### src/rtl/mod_step_counter.sv
// Up/down modulo counter with programmable step, inclusive limit, wrap/saturate and a wrap pulse.
// Defining COUNTER_PRESCALE_EN adds the div input and an enable prescaler.
module mod_step_counter #(
  parameter int unsigned WIDTH      = 8,
  parameter int unsigned PRESCALE_W = 4
) (
  input  logic                  clk,
  input  logic                  rst,
  input  logic                  en,
  input  logic                  ld,
  input  logic [WIDTH-1:0]      v,
  input  logic                  up,
  input  logic                  sat,
  input  logic [WIDTH-1:0]      step,
  input  logic [WIDTH-1:0]      limit,
`ifdef COUNTER_PRESCALE_EN
  input  logic [PRESCALE_W-1:0] div,
`endif
  output logic [WIDTH-1:0]      count,
  output logic                  at_bound,
  output logic                  wrapped
);

  logic [WIDTH-1:0] count_q, count_d;
  logic             wrapped_q, wrapped_d;
  logic             tick;

  // Extra carry bit keeps count + step from aliasing back into range.
  logic [WIDTH:0] sum;
  logic           overflow;
  logic           underflow;
  logic           out_of_range;

  assign sum          = {1'b0, count_q} + {1'b0, step};
  assign overflow     = sum > {1'b0, limit};
  assign underflow    = count_q < step;
  assign out_of_range = count_q > limit;

`ifdef COUNTER_PRESCALE_EN
  logic [PRESCALE_W-1:0] presc_q, presc_d;

  assign tick = (presc_q == div);

  always_comb begin
    presc_d = presc_q;
    if (ld) begin
      presc_d = '0;
    end else if (en) begin
      presc_d = tick ? '0 : presc_q + PRESCALE_W'(1);
    end
  end

  always_ff @(posedge clk) begin
    if (rst) begin
      presc_q <= '0;
    end else begin
      presc_q <= presc_d;
    end
  end
`else
  assign tick = 1'b1;
`endif

  always_comb begin
    count_d   = count_q;
    wrapped_d = 1'b0;
    if (ld) begin
      count_d = (v > limit) ? limit : v;
    end else if (en && tick) begin
      if (out_of_range) begin
        // Limit dropped under the count: force a bound event whatever the step.
        wrapped_d = 1'b1;
        count_d   = (up && !sat) ? '0 : limit;
      end else if (step == '0) begin
        count_d = count_q;
      end else if (up) begin
        if (overflow) begin
          wrapped_d = 1'b1;
          count_d   = sat ? limit : '0;
        end else begin
          count_d = sum[WIDTH-1:0];
        end
      end else begin
        if (underflow) begin
          wrapped_d = 1'b1;
          count_d   = sat ? '0 : limit;
        end else begin
          count_d = count_q - step;
        end
      end
    end
  end

  always_ff @(posedge clk) begin
    if (rst) begin
      count_q   <= '0;
      wrapped_q <= 1'b0;
    end else begin
      count_q   <= count_d;
      wrapped_q <= wrapped_d;
    end
  end

  assign count    = count_q;
  assign wrapped  = wrapped_q;
  assign at_bound = up ? (count_q == limit) : (count_q == '0);

endmodule

### config.mk
export PLATFORM = sky130hd
export DESIGN_NAME = mod_step_counter
export DESIGN_NICKNAME = d
export VERILOG_FILES = /design/src/rtl/mod_step_counter.sv
export SDC_FILE = /design/constraint.sdc
export NUM_CORES = 1
export LEC_CHECK = 0
export ABC_AREA = 1
export CAP_MARGIN = 20
export CORE_UTILIZATION = 54
export DETAILED_ROUTE_END_ITERATION = 10
export HOLD_SLACK_MARGIN = 0.02
export MAX_ROUTING_LAYER = met4
export PLACE_DENSITY_LB_ADDON = 0.12
export SETUP_SLACK_MARGIN = 0.4
export SLEW_MARGIN = 20
export SYNTH_ARGS = -nofsm -noshare
export SYNTH_HDL_FRONTEND = slang
export SYNTH_SLANG_ARGS = --single-unit
### constraint.sdc
create_clock -name clk -period 4.3 [get_ports clk]
set_input_delay 1.075 -clock clk [delete_from_list [all_inputs] [get_ports clk]]
set_output_delay 1.075 -clock clk [all_outputs]
set_load 0.02 [all_outputs]
### After elaboration in Yosys (flattened, before gate mapping)

Index checks and enable logic that the tools add are counted.

| word-level totals | value |
|---|---|
| output and inout port bits | 10 |
| flip-flop bits (word level) | 9 |
| bits of input ports | 30 |
| logic and storage cells | 35 |

| operators by class | value |
|---|---|
| muxes and demuxes | 17 |
| equality and inequality tests | 2 |
| magnitude comparators | 4 |
| bitwise operators | 1 |
| reduce and logical (&&, ||, !) cells | 7 |
| add/subtract/negate cells | 2 |

Operator list:

| cell | count |
|---|---|
| two-way mux 8 bit | 11 |
| greater-than comparator 8 bit | 2 |
| zero test 8 bit | 2 |
| adder 8 x 8 -> 9 bit | 1 |
| greater-than comparator 9 x 8 -> 1 bit | 1 |
| == test 8 bit | 1 |
| less-than comparator 8 bit | 1 |
| subtractor 8 bit | 1 |
| two-way mux 1 bit | 6 |
| != test 3 bit (second input constant) | 1 |
| OR reduction 3 bit | 1 |
| AND reduction 2 bit | 1 |
| nonzero test 2 bit | 1 |
| logical AND 1 bit | 1 |
| zero test 1 bit | 1 |
| NOT 1 bit | 1 |

### Depth between registers and ports, before layout

| logic depth | value |
|---|---|
| depth in word-level cells | 8 |
| gate-level depth with buffers | 26 |
| depth with buffers taken out | 24 |

### Worst setup path after synthesis

OpenSTA, ideal clock, no wires.

| path | value |
|---|---|
| path type | input to register |
| from | in step[0] |
| to | reg count_q[3], in the netlist count[3] |
| stages on the path | 20 |
| arrival | 3.399 ns |
| slack | 0.781 ns |
| required time | 4.180 ns |
| setup time | 0.120 ns |
| buffers on the path | 0 |
| path through | ha_1 fa_1 nand3_1 nand2_2 a31oi_1 xor2_1 ha_1 nand2_1 inv_1 nand2_1 nand2_1 nand2_1 nand2_1 nand2_1 nand2_2 or2_2 o21ai_1 nand3_1 nand2_1 a21oi_1 |

| between the ends | value |
|---|---|
| cells in the longest elaborated chain, start to end | 8 |
| elaborated cells on any way between the ends | 14 |
| classes of those cells | add/sub: 2; order compare: 2; eq/ne: 1; mux: 7; reduce/logical: 2 |

RTL lines:

| what | line | RTL |
|---|---|---|
| from (decl) | 14 | `input logic [WIDTH-1:0] step,` |
| adder 8 x 8 -> 9 bit | 34 | `assign sum = {1'b0, count_q} + {1'b0, step};` |
| greater-than comparator 9 x 8 -> 1 bit | 35 | `assign overflow = sum > {1'b0, limit};` |
| two-way mux 8 bit | 77 | `if (overflow) begin` |
| two-way mux 8 bit | 76 | `end else if (up) begin` |
| two-way mux 8 bit | 74 | `end else if (step == '0) begin` |
| two-way mux 8 bit | 70 | `if (out_of_range) begin` |
| two-way mux 8 bit | 69 | `end else if (en && tick) begin` |
| two-way mux 8 bit | 67 | `if (ld) begin` |
| to (signal assigned) | 99 | `count_q <= count_d;` |
| to (decl) | 24 | `logic [WIDTH-1:0] count_q, count_d;` |

Parallel ways exist; a longest one is shown, timed or not. The select of a mux whose other input is x is not followed.
A chain may end at the register's enable or synchronous reset.

### Final worst setup path

| path | value |
|---|---|
| from | in step[6] |
| to | reg count_q[4], in the netlist count[4] |

The elaborated chain is that of the path after synthesis.

==> metrics <==
number of iterations in the first detailed-routing pass=5; cell taking the most area after synthesis=sky130_fd_sc_hd__ha_1; H-tree depth=1; initial antenna violation count=0; data required time of the worst path=4420 ps; dpl cell area=0.00276 sq mm; number of clock buffers inserted by TritonCTS=3; share of the synthesized area in the top cell type=0.230; proportion of layout cells with a drive suffix above 1=0.202; net switching power figure=0.000428 W; clock tree from TritonCTS=yes; num rows=22; Min-Delay Path Class=reg -> reg; Max Root-Sink Buffers=2; largest net degree at the start of global routing=17; post-route cell area=0.00307 sq mm; internal power summed over all cells=0.000465 W; CTS hold repair buffers=0; wire length of the first global-routing pass=11400 um; clock share of power=0.112; vias in the first global route=2349; startpoint of the worst register-to-register path=count[2]; 1st-iter DRT viols=303; switching share of power=0.479; sequential share of the synthesized area=0.0827; crit share post-route=0.885; number of different library cells in the post-synthesis netlist=36; number of top-level pins=40; vias per inst=5.68; Leak=1.61 nW; height of the chip=65.5 um; worst flop-to-flop path endpoint=count[4]; root buffer selected by CTS=sky130_fd_sc_hd__clkbuf_8; final weighted congestion in routability-driven placement=1.00; Mapped Nets=422; Post-Route Setup TNS=0 ps; number of synthesis warnings=0; cell count after synthesis=350; final critical delay including setup and external delays=3810 ps; clock latency of the later-clocked register in the worst-skew pair=240 ps; destination of the worst hold path=count[0]; run status=complete, no violations; cell types with the largest area share after synthesis=sky130_fd_sc_hd__ha_1, sky130_fd_sc_hd__nand2_1, sky130_fd_sc_hd__a21oi_1; Relative slew margins=0.543; number of inserted diodes=0; final setup violation count=0; clock edge transition at the registers on the reported setup and hold paths=40 ps; die footprint=0.00429 sq mm; RSZ-0062 raised after global routing=false; combinational fraction of design power=0.755; remaining antenna violation count=0; post-synthesis instance area=0.00218 sq mm; worst setup path start=step[6]; final hold viol count=0; element type at the critical path end=flop; slew of the pin with the lowest slew margin=683 ps; sum of overflow across all layers after global routing=0; Maximum Capacitance Violations=0; Mean Syn Cell Area=6.22 sq um; total number of vias=2686; number of cells on the worst hold path=2; Placeable Area=0.00377 sq mm; wire length after detailed routing=7750 um; Initial Util=0.578; relative area change from synthesis to final layout=41.1%; count of port buffers added during placement=39; slack of the worst reg-to-reg path=1230 ps; fmax=0.263 GHz; half-perimeter wire length of the detailed placement result=5720 um; number of cells traversed by the worst register-to-register path=22; total routing usage reported by global routing=0.361; Cell Pwr Density=291 mW/mm^2; final routed DRC violation total=0; Setup CP Type=in -> reg; number of pins exceeding their max-slew limit in the final report=0; sink count of the clock tree=9; sequential share of power=0.133; WL per Instance=16.4 um; Worst VDD drop=0.297 mV; data arrival time of the worst path=3930 ps; CP Launch Type=input port; Layout Skew=3.64 ps; Max Fanout on Critical Path=5; worst hold start=count[0]; final layout net count=498; Die Width=65.5 um; Yosys reg bits=9
routing by layer:
metal	track usage	vias to the layer above	routed length [um]
met5	-	-	0
met4	0.0679	0	123
li1	-	1316	-
met3	0.0573	14	787
met2	0.562	163	3440
met1	0.495	1193	3390
power groups by stage:
stage / Combinational, W / Clock, W / Sequential (W)
after global routing: 0.000726 / 0.000104 / 0.000120
after CTS: 0.000591 / 0.0000991 / 0.000117
after floorplan: 0.000340 / 0 / 0.000120
after detailed placement: 0.000533 / 0 / 0.000117
after global placement: 0.000522 / 0 / 0.000118
final: 0.000674 / 0.0000996 / 0.000119
per-stage QoR:
stage | utilization | hold slack (ps) | setup WS [ps] | power (W) | cells
global route | 0.815 | 673 | 342 | 0.000950 | 473
detailed placement | 0.732 | 633 | 5.11 | 0.000650 | 453
floorplan | - | 642 | 781 | 0.000459 | 350
finish | 0.815 | 663 | 494 | 0.000893 | 473
CTS | 0.780 | 647 | 430 | 0.000807 | 467
global placement | 0.732 | 654 | 18.5 | 0.000640 | 453
kinds of logic after synthesis:
kind of cell,Yosys count,synth area share
AOI/OAI and AO/OA,84,0.222
xor gates and xnor gates,8,0.0322
adders and majority gates,42,0.248
buffers and inverters,62,0.115
DFF,9,0.0827
and+or+nand+nor,145,0.300
sequential cells by signal, summed over array words and instances (netlist names):
register and cells:
wrapped 1, count 8
how the worst max path moves through the flow:
stage | to | depth (start not counted)
5_1_grt | count[5] | 22
3_3_place_gp | count[3] | 21
2_1_floorplan | count[3] | 20
4_1_cts | at_bound | 8
3_5_place_dp | count[4] | 21
6_report | count[4] | 17
placed cells by master (no fill, tap or decap), drive strengths merged, types with 4 or more instances in the layout:
cell and count:
o21ai 31, inv 54, nand3 17, a21oi 41
nor2 23, dfxtp 9, nand3b 4, nand4 7
buf 40, clkbuf 5, nor4 4, or2 4
xor2 7, nand2 85, ha 40, clkdlybuf4s50 32
critical path, cell delays in order:
cell and delay, ps:
sky130_fd_sc_hd__clkdlybuf4s50_1 560, sky130_fd_sc_hd__inv_1 70, sky130_fd_sc_hd__ha_2 380, sky130_fd_sc_hd__inv_1 90, sky130_fd_sc_hd__a31oi_1 240, sky130_fd_sc_hd__nand2_1 100, sky130_fd_sc_hd__nand2_1 70, sky130_fd_sc_hd__nand2_1 100
sky130_fd_sc_hd__ha_1 310, sky130_fd_sc_hd__nand4_1 120, sky130_fd_sc_hd__nand2_2 100, sky130_fd_sc_hd__nand2_2 70, sky130_fd_sc_hd__or2_2 290, sky130_fd_sc_hd__o21ai_1 90, sky130_fd_sc_hd__nand3_1 110, sky130_fd_sc_hd__nand2_1 90
sky130_fd_sc_hd__a21oi_1 60
cell type report:
class | count | area (sq um)
clock buffer | 4 | 45.0
tap | 48 | 60.1
inverter | 55 | 208
timing repair buffer | 78 | 674
fill | 273 | 698
multi-input combinational | 279 | 1910
sequential | 9 | 180
what timing repair did:
action,in CTS,in global routing
setup endpoints to repair,9,10
setup buffers,10,6
pin swaps,9,8
resized for setup,21,21
cell usage after synthesis (all sizes together):
| library cell | instances |
|---|---|
| nand2 | 85 |
| a21o | 1 |
| xor2 | 7 |
| nand3 | 17 |
| clkinv | 1 |
| buf | 6 |
| nand4 | 7 |
| ha | 40 |
| inv | 54 |
| o211ai | 3 |
| o41ai | 1 |
| clkbuf | 1 |
| o21bai | 2 |
| o22ai | 2 |
| dfxtp | 9 |
| a31oi | 3 |
| nor4 | 4 |
| a21oi | 41 |
| or2 | 4 |
| o21ai | 31 |
| xnor2 | 1 |
| nor3 | 1 |
| nor2 | 23 |
| nand3b | 4 |
| fa | 2 |
Power figures use the tool's default switching activity.
